--- config.mk ---
export PLATFORM = sky130hd
export DESIGN_NAME = serial_add_ctrl
export DESIGN_NICKNAME = d
export VERILOG_FILES = /design/src/rtl/serial_add_ctrl_pkg.sv /design/src/rtl/serial_add_ctrl_full_adder.sv /design/src/rtl/serial_add_ctrl.sv
export SDC_FILE = /design/constraint.sdc
export NUM_CORES = 1
export LEC_CHECK = 0
export BUFFER_PORTS_ARGS = -buffer_cell sky130_fd_sc_hd__buf_2
export CAP_MARGIN = 0
export CORE_MARGIN = 1
export CORE_UTILIZATION = 54
export DETAILED_ROUTE_END_ITERATION = 12
export HOLD_SLACK_MARGIN = 0.02
export PLACE_DENSITY = 0.77
export SYNTH_ARGS = -nofsm -noshare
export SYNTH_HDL_FRONTEND = slang
export SYNTH_SLANG_ARGS = --single-unit
export TNS_END_PERCENT = 1
--- constraint.sdc ---
create_clock -name CLK -period 1.8 [get_ports CLK]
set_clock_uncertainty 0.15 [all_clocks]
set_input_delay 0.54 -clock CLK [delete_from_list [all_inputs] [get_ports CLK]]
set_output_delay 0.54 -clock CLK [all_outputs]
set_load 0.05 [all_outputs]
--- src/rtl/serial_add_ctrl_pkg.sv ---
// rtl/serial_add_ctrl_pkg.sv - shared state encoding and default width for the serial adder
package serial_add_ctrl_pkg;

   localparam int WIDTH_DEF = 8;

   typedef enum logic [1:0] {
      ST_IDLE = 2'd0,
      ST_RUN  = 2'd1,
      ST_DONE = 2'd2
   } state_t;

endpackage

--- src/rtl/serial_add_ctrl_full_adder.sv ---
// rtl/serial_add_ctrl_full_adder.sv - single-bit full adder cell
module full_adder (
   input  logic A,
   input  logic B,
   input  logic CI,
   output logic Y,
   output logic CO
);

   // Sum and carry of one bit position.
   always_comb begin
      Y  = A ^ B ^ CI;
      CO = (A & B) | (CI & (A ^ B));
   end

endmodule

--- src/rtl/serial_add_ctrl.sv ---
// rtl/serial_add_ctrl.sv - bit-serial adder controller sequencing one full_adder over WIDTH cycles
module serial_add_ctrl
   import serial_add_ctrl_pkg::*;
#(
   parameter int WIDTH = WIDTH_DEF
) (
   input  logic             CLK,
   input  logic             RST,
   input  logic             START,
   input  logic [WIDTH-1:0] A,
   input  logic [WIDTH-1:0] B,
   input  logic             CI,
   output logic             BUSY,
   output logic             DONE,
   output logic [WIDTH-1:0] SUM,
   output logic             CO
);

   localparam int CW = $clog2(WIDTH);
   localparam logic [CW-1:0] LAST_BIT = CW'(WIDTH - 1);

   state_t           state;
   state_t           state_next;
   logic [WIDTH-1:0] a_sr;
   logic [WIDTH-1:0] b_sr;
   // Only WIDTH-1 result bits need storing; the final bit joins on the exit edge.
   logic [WIDTH-2:0] res_sr;
   logic [WIDTH-1:0] res_next;
   logic             carry;
   logic [CW-1:0]    cnt;
   logic             fa_y;
   logic             fa_co;

   full_adder u_fa (
      .A  (a_sr[0]),
      .B  (b_sr[0]),
      .CI (carry),
      .Y  (fa_y),
      .CO (fa_co)
   );

   assign res_next = {fa_y, res_sr};

   // State register.
   always_ff @(posedge CLK or posedge RST) begin
      if (RST) begin
         state <= ST_IDLE;
      end else begin
         state <= state_next;
      end
   end

   // Next-state logic: RUN lasts exactly WIDTH cycles, DONE exactly one.
   always_comb begin
      state_next = state;
      case (state)
         ST_IDLE: if (START) state_next = ST_RUN;
         ST_RUN:  if (cnt == LAST_BIT) state_next = ST_DONE;
         ST_DONE: state_next = ST_IDLE;
         default: state_next = ST_IDLE;
      endcase
   end

   // Outputs decoded from the state register only, so nothing leaks from inputs.
   always_comb begin
      BUSY = 1'b0;
      DONE = 1'b0;
      case (state)
         ST_RUN:  BUSY = 1'b1;
         ST_DONE: begin
            BUSY = 1'b1;
            DONE = 1'b1;
         end
         default: ;
      endcase
   end

   // Datapath: operand capture, per-bit shifting and the result/carry-out latch at exit.
   always_ff @(posedge CLK or posedge RST) begin
      if (RST) begin
         a_sr   <= '0;
         b_sr   <= '0;
         res_sr <= '0;
         carry  <= 1'b0;
         cnt    <= '0;
         SUM    <= '0;
         CO     <= 1'b0;
      end else begin
         case (state)
            ST_IDLE: begin
               if (START) begin
                  a_sr  <= A;
                  b_sr  <= B;
                  carry <= CI;
                  cnt   <= '0;
               end
            end
            ST_RUN: begin
               a_sr   <= {1'b0, a_sr[WIDTH-1:1]};
               b_sr   <= {1'b0, b_sr[WIDTH-1:1]};
               res_sr <= res_next[WIDTH-1:1];
               carry  <= fa_co;
               cnt    <= cnt + 1'b1;
               if (cnt == LAST_BIT) begin
                  SUM <= res_next;
                  CO  <= fa_co;
               end
            end
            default: ;
         endcase
      end
   end

endmodule

# After elaboration in Yosys (flattened, before gate mapping)
# Cells that the tools add are included.
# classes
addsub,1
mux,13
bitwise,5
eq_ne,5
n_reduce_logical,6
# op_table
cell,n
case mux 8 bit (2 select lines),2
two-way mux 8 bit,2
case mux 3 bit (2 select lines),1
AND reduction 2 bit,3
two-way mux 2 bit,2
!= test 2 bit (second input constant),2
case mux 2 bit (2 select lines),1
adder 3 x 1 -> 3 bit (second input constant),1
== test 3 bit (second input constant),1
two-way mux 1 bit,3
two-way mux 3 bit,1
bitwise AND 1 bit,2
== test 2 x 1 -> 1 bit (second input constant),1
== test 2 bit (second input constant),1
logical NOT 2 bit,1
case mux 1 bit (2 select lines),1
nonzero test 2 bit,1
OR reduction 2 bit,1
XOR 1 bit,2
bitwise OR 1 bit,1
# word_totals
out_inout_bits,11
input_bits,20
ff_bits,38

# Longest topological paths before layout
# Gate-level depths: netlist of the first run.
# depth
ltp_word,4
depth_mapped,7
mapped_depth_nobuf,5

# Hierarchy
# From an unflattened synthesis of the first run, not the netlist that was laid out.
# hier_totals
hier_cells,144
area_unflattened_um2,1895.6
# modules_own_cells
module,cells_each,seq_area_each_um2,n_inst,area_each_um2
serial_add_ctrl,143,950.9,1,1875.5
full_adder,1,0.0,1,20.0

# Worst setup path after synthesis of the first run
# OpenSTA, ideal clock, no wires.
# synth_timing
path_type,flip-flop to flip-flop
from,reg state[0]
to,reg a_sr[0]
n_path_buf,2
arrival_time_ps,1390
setup_ps,123
setup_slack_ps,137
stages_incl_launch_ff,8
cell_sequence,dfrtp_1 > inv_1 > ha_1 > buf_4 > mux2i_2 > buf_4 > nand2b_1 > o221a_1
# synth_via
elab_chain_cells,3
word_cells_on_any_way,6
cone_classes,eq/ne: 2; mux: 1; reduce/logical: 3
# synth_rtl
item,line_no,source
start: declaration,serial_add_ctrl.sv:22,state_t state;
start signal: assignment,serial_add_ctrl.sv:49,state <= state_next;
== test 2 x 1 -> 1 bit / logical NOT 2 bit (equally long branches),serial_add_ctrl.sv:89,case (state)
nonzero test 2 bit (no line) / != test 2 bit (equally long branches),-,
AND reduction 2 bit (no line),-,
end signal: assignment,serial_add_ctrl.sv:99,"a_sr <= {1'b0, a_sr[WIDTH-1:1]};"
end: declaration,serial_add_ctrl.sv:24,logic [WIDTH-1:0] a_sr;
# Several ways; a longest one is shown, not always the timed one.
# A chain may end at the register's enable or synchronous reset.

# Worst setup path after layout of the first run
# layout_timing
from,reg state[1]
to,out BUSY
# layout_via
elab_chain_cells,3
word_cells_on_any_way,4
cone_classes,eq/ne: 2; mux: 1; reduce/logical: 1
# layout_rtl
item,line_no,source
== test 2 bit / == test 2 x 1 -> 1 bit (equally long branches),serial_add_ctrl.sv:68,case (state)
OR reduction 2 bit (no line) (*),-,
two-way mux 1 bit (*),serial_add_ctrl.sv:68,
end: declaration,serial_add_ctrl.sv:13,"output logic BUSY,"
# Mark *: on every way between the ends. The rest lies on a longest branch, timed or not.

==> impl_metrics.toml, run 1 <==
[outcome]
status = "finished, violations left"
violations = "setup timing"

[critical_path]
critPathArrivalTime_ns = 1.21
worstReg2RegStart = "state[1]"
reg2regPathDepth = 8
critPathCaptureType = "primary output"
reg2reg_slack_ns = 0.06
required_ns = 1.11
worst-setup-path-type = "reg2out"
cp_max_fo = 3
startpoint = "state[1]"
crit_path_start_kind = "flip-flop"
cp-endpoint = "BUSY"
timing.rr.end = "a_sr[6]"

[yosys]
postSynthCellCount = 134
syn_area_per_cell_um2 = 13.2
ys_types = 27
yosysWarnings = 0
ys_seq_area_share_pct = 53.8
syn-num-nets = 160
synth_area_mm2 = 0.00177
ys_ff_latch = 38

[sta]
fin_crit_sh_pct = 106
grt_setup_unrepaired = "yes"
setup_viol = 2
period_minus_slack_ns = 1.90
fmax_mhz = 526
worstMarginPinSlew_ns = 0.465
holdWs_ns = 0.135
timing.final.ws_setup_ns = -0.102
max_slew_margin_pct = 69.0
finalSetupTns_ns = -0.133
hold_viol = 0
drv_slew = 0

[drt]
viasPerCell = 5.53
drcViolationCount = 0
vias = 1211
antenna_left = 0
dr.pass1.iters = 4
wirelength_um = 3420
drtIter0Drc = 54
wire_per_inst_um = 15.6

[placed_design]
hpwl_um = 2330
place_congestion = 0.856
place_ws_ns = 0.0249
port_buffers = 30

[final_layout]
drive_gt1_share_pct = 44.0
nFillCells = 213
final_nets = 200
area_delta_synth_final_pct = 20.2
post-route-util_pct = 69.0
diodes = 0

[floorplanning]
row_count = 20
die_area_mm2 = 0.00350
die_x_um = 59.2
start_util_pct = 57.4
core-area_mm2 = 0.00308
chipHeight_um = 59.2
pin_count = 31

[worst_hold_path]
hold_path_class = "in2async"

[clock_network]
cts_tree = "built"
numClockSinks = 38
clockBufferDepth = 2
clkLatencyLatePin_ns = 0.34
numCtsBuffers = 5
htree_levels = 2
clockRootBuffer = "clkbuf_4"
clkTransAtPathRegs_ns = 0.13
postCtsHoldBufs = 0

[global_routing]
grt_use_met3_pct = 5.90
antenna_found_initial = 0
grt_max_degree = 39
grt_pass1_wl_um = 5660
grtUsageMet2_pct = 37.9
grt_use_total_pct = 22.0
grt_pass1_vias = 1243
use_met1_pct = 26.4
grt-ovfl-total = 0
grt-busiest-layer = "met2"

[power_and_ir_drop]
p_total_mw = 3.97
leakagePower_nw = 0.990
ir_worst_vdd_mv = 1.13
power_density_mw_per_mm2 = 1870

[run]
max-cap-violations = 0
## kinds of logic after synthesis
group,share of synthesized area [%]
AOI/OAI and AO/OA,13.4
buffers and inverters,5.17
DFF,53.8
muxes,11.0
and+or+nand+nor,12.0
adders and majority gates,4.67
## state kept, by name (all words and copies together) (netlist names)
register  count
CO            1
SUM           8
a_sr          8
b_sr          8
carry         1
cnt           3
res_sr        7
state         2
## how the worst min path moves through the flow
stage              to  slack [ns]  cells past startpoint
4_1_cts        SUM[0]        0.15                      3
6_report       SUM[0]        0.14                      3
3_3_place_gp   SUM[7]        0.32                      1
3_5_place_dp   SUM[7]        0.33                      1
5_1_grt        SUM[0]        0.17                      3
2_1_floorplan  cnt[0]        0.31                      1
## synthesized netlist by cell type
cell / count / area (um2)
a32o_1: 2 / 20.0
mux2_1: 1 / 11.3
nand2_2: 1 / 6.26
nor3b_1: 1 / 7.51
mux2_2: 15 / 169
nor2_1: 3 / 11.3
o221a_2: 4 / 45.0
and2b_4: 1 / 10.0
mux2i_2: 1 / 13.8
nand3_1: 6 / 30.0
o21ai_0: 3 / 15.0
buf_6: 5 / 56.3
a32oi_1: 2 / 17.5
o22a_1: 2 / 17.5
o221a_1: 9 / 101
fa_1: 1 / 20.0
a21oi_1: 4 / 20.0
ha_1: 5 / 62.6
dfrtp_1: 38 / 951
nand2_1: 4 / 15.0
buf_4: 2 / 15.0
buf_2: 1 / 5.00
nand3b_1: 2 / 15.0
nand2_4: 2 / 22.5
nand2b_1: 14 / 87.6
nor2b_1: 1 / 6.26
inv_1: 4 / 15.0
## stage by stage
step / cells / area [um2]
final: 219 / 2120
after global routing: 219 / 2120
after CTS: 218 / 2110
after detailed placement: 208 / 1970
after global placement: 208 / 1970
after floorplan: 134 / 1770
## layout by cell type, fill, tap and decap left out, types with 2 or more instances in the layout
cell type / synthesis / final
inv_2: 0 / 2
a32o_1: 2 / 2
clkinvlp_4: 0 / 2
o22a_1: 2 / 2
buf_4: 2 / 9
ha_1: 5 / 3
nand2_1: 4 / 4
dfrtp_1: 38 / 38
nand3_1: 6 / 6
a21oi_1: 4 / 4
nand2_4: 2 / 3
o21ai_0: 3 / 3
buf_2: 1 / 28
ha_4: 0 / 2
a32oi_1: 2 / 2
nand2b_1: 14 / 14
nand3b_1: 2 / 2
o221a_2: 4 / 4
mux2_2: 15 / 15
clkbuf_4: 0 / 5
o221a_1: 9 / 9
inv_1: 4 / 2
nor2_1: 3 / 3
buf_6: 5 / 2
## layout make-up
type                       count  area, um2  share of cell area [%]
clock buffer                   5       37.5                    1.77
clock inverter                 3       45.0                    2.12
inverter                       4       15.0                   0.707
multi-input combinational     84        754                    35.5
sequential                    38        951                    44.8
tap                           44       55.1                    2.59
timing repair buffer          41        265                    12.5
## critical path, cell delays in order (launching register included)
cell     delay, ns
dfrtp_1       0.41
inv_2         0.07
ha_4          0.26
buf_8         0.14
## repair_timing
| item | CTS | global route |
|---|---|---|
| buffers inserted | 2 | 1 |
| resized for setup | 11 | 1 |
| setup endpoints to repair | 3 | 11 |
| pin swaps | 1 | 0 |
## where the power goes
group          internal [mW]  switching (mW)
registers               1.23           0.228
logic                  0.928           0.997
clock network          0.291           0.296
## routing by layer
| layer | routed length [um] | part of all wire [%] | vias up |
|---|---|---|---|
| met5 | 0 | 0 | - |
| met3 | 129 | 3.8 | 4 |
| met2 | 1790 | 52 | 32 |
| li1 | - | - | 570 |
| met4 | 33 | 0.96 | 0 |
| met1 | 1470 | 43 | 605 |
Power figures use the tool's default switching activity.
==> run 2, diff against run 1 <==
REMOVE_ABC_BUFFERS = 1   (was unset)
==> impl_metrics.toml, run 2 (synthesized netlist as in run 1, its figures left out) <==
[outcome]
status = "finished, violations left"
violations = "setup timing"

[clock_network]
clockBufferDepth = 2
htree_levels = 2
numCtsBuffers = 5
cts_tree = "built"
postCtsHoldBufs = 0
clkTransAtPathRegs_ns = 0.11
clkLatencyLatePin_ns = 0.34
numClockSinks = 38
clockRootBuffer = "clkbuf_4"

[critical_path]
worst-setup-path-type = "reg2out"
critPathArrivalTime_ns = 1.20
critPathCaptureType = "primary output"
critPathTopFamily = "flip-flops"
cp_slowest_stage_delay_ns = 0.40
required_ns = 1.11
slowest_stage = "dfrtp_1"
crit_path_start_kind = "flip-flop"
cp_max_fo = 3
path_cells = "inv_2, ha_4, buf_8"
path_buf_inv = 2

[sta]
fmax_mhz = 528
hold_viol = 0
finalSetupTns_ns = -0.137
fin_crit_sh_pct = 105
period_minus_slack_ns = 1.89
worstMarginPinSlew_ns = 0.467
timing.final.ws_setup_ns = -0.0940
drv_slew = 0
setup_viol = 2
max_slew_margin_pct = 68.8
grt_setup_unrepaired = "yes"

[final_layout]
multi_input_area_um2 = 757
final_cell_mix = "dfrtp_1, buf_2, mux2_2, nand2b_1, buf_4"
area_delta_synth_final_pct = 19.8
drive_gt1_share_pct = 43.8
reg_top3 = "SUM x8, a_sr x8, b_sr x8"
post-route-util_pct = 68.8
nFillCells = 240
layout_commonest_cell = "dfrtp_1"
final_nets = 201
instances_no_fill = 220
seq_area_um2 = 951
diodes = 0

[global_routing]
antenna_found_initial = 0
grt_max_degree = 39
grt_pass1_wl_um = 5730
grt_use_total_pct = 23.0
grt-ovfl-total = 0
grt_pass1_vias = 1272

[placed_design]
port_buffers = 30
dp_cells = 209
hpwl_um = 2330
place_congestion = 0.790

[floorplanning]
chipHeight_um = 59.2
start_util_pct = 57.4
die_x_um = 59.2
pin_count = 31
die_area_mm2 = 0.00350
core-area_mm2 = 0.00308
row_count = 20

[power_and_ir_drop]
leakagePower_nw = 0.992
ir_worst_vdd_mv = 0.956
power_density_mw_per_mm2 = 1860

[drt]
viasPerCell = 5.52
vias = 1215
drcViolationCount = 0
wirelength_um = 3400
antenna_left = 0
dr.pass1.iters = 5
wire_per_inst_um = 15.4
drtIter0Drc = 45

[worst_hold_path]
hold_path_class = "in2async"

[run]
max-cap-violations = 0
## run 2: cell types whose count changed in the layout (fill, tap and decap cells not counted), sizes merged
| cell | previous run | this run |
|---|---|---|
| clkinvlp | 2 | 0 |
| buf | 41 | 42 |
| clkbuf | 5 | 7 |
## run 2: path summary, 6_finish.rpt
kind	start	endpoint	slack [ns]	cells past startpoint
min reg2reg	SUM[2]	SUM[2]	0.36	1
min in group CLK	B[7]	b_sr[7]	0.29	3
max	state[1]	BUSY	-0.09	3
min	RST	SUM[2]	0.14	3
max reg2reg	state[1]	b_sr[6]	0.08	8
max in group asynchronous	RST	b_sr[6]	1.03	3
## run 2: power by group
| part | internal (mW) | switching (mW) |
|---|---|---|
| registers | 1.23 | 0.232 |
| logic | 0.913 | 0.988 |
| clock network | 0.295 | 0.271 |
| total | 2.44 | 1.49 |
## run 2: routing by layer
| metal | vias up | routed length [um] | track usage (%) |
|---|---|---|---|
| li1 | 567 | - | - |
| met1 | 604 | 1310 | 24.9 |
| met2 | 34 | 1870 | 40.9 |
| met3 | 10 | 128 | 6.55 |
| met4 | 0 | 87 | 10.9 |
| met5 | - | 0 | 0 |
## run 2: tightest hold or removal path, delay by kind of cell
kind / cells / cell delay, ns
buffers and inverters: 3 / 0.53
## run 2: final cells by class
cell class	count	share of cell area, %
flip-flops and latches	38	44.9
multi-input cells	84	35.8
repair buffers	42	12.5
well taps	44	2.60
clock buffers	7	2.13
clock inverters	1	1.42
inverters	4	0.709
## run 2: what timing repair did
item / CTS / global route
endpoints found under the setup margin: 2 / 25
resized for setup: 9 / 5
setup buffers: 3 / 0
pin swaps: 1 / 0
## run 2: stage by stage
step                hold slack (ns)  setup slack, ns  instance area [um2]  power, mW
floorplan                     0.316           -0.153                 1690       2.73
global route                  0.171           -0.163                 2120       4.18
detailed placement            0.339           0.0785                 1960       3.23
finish                        0.145          -0.0940                 2120       3.93
CTS                           0.154          -0.0985                 2090       3.90
global placement              0.325            0.111                 1960       3.12
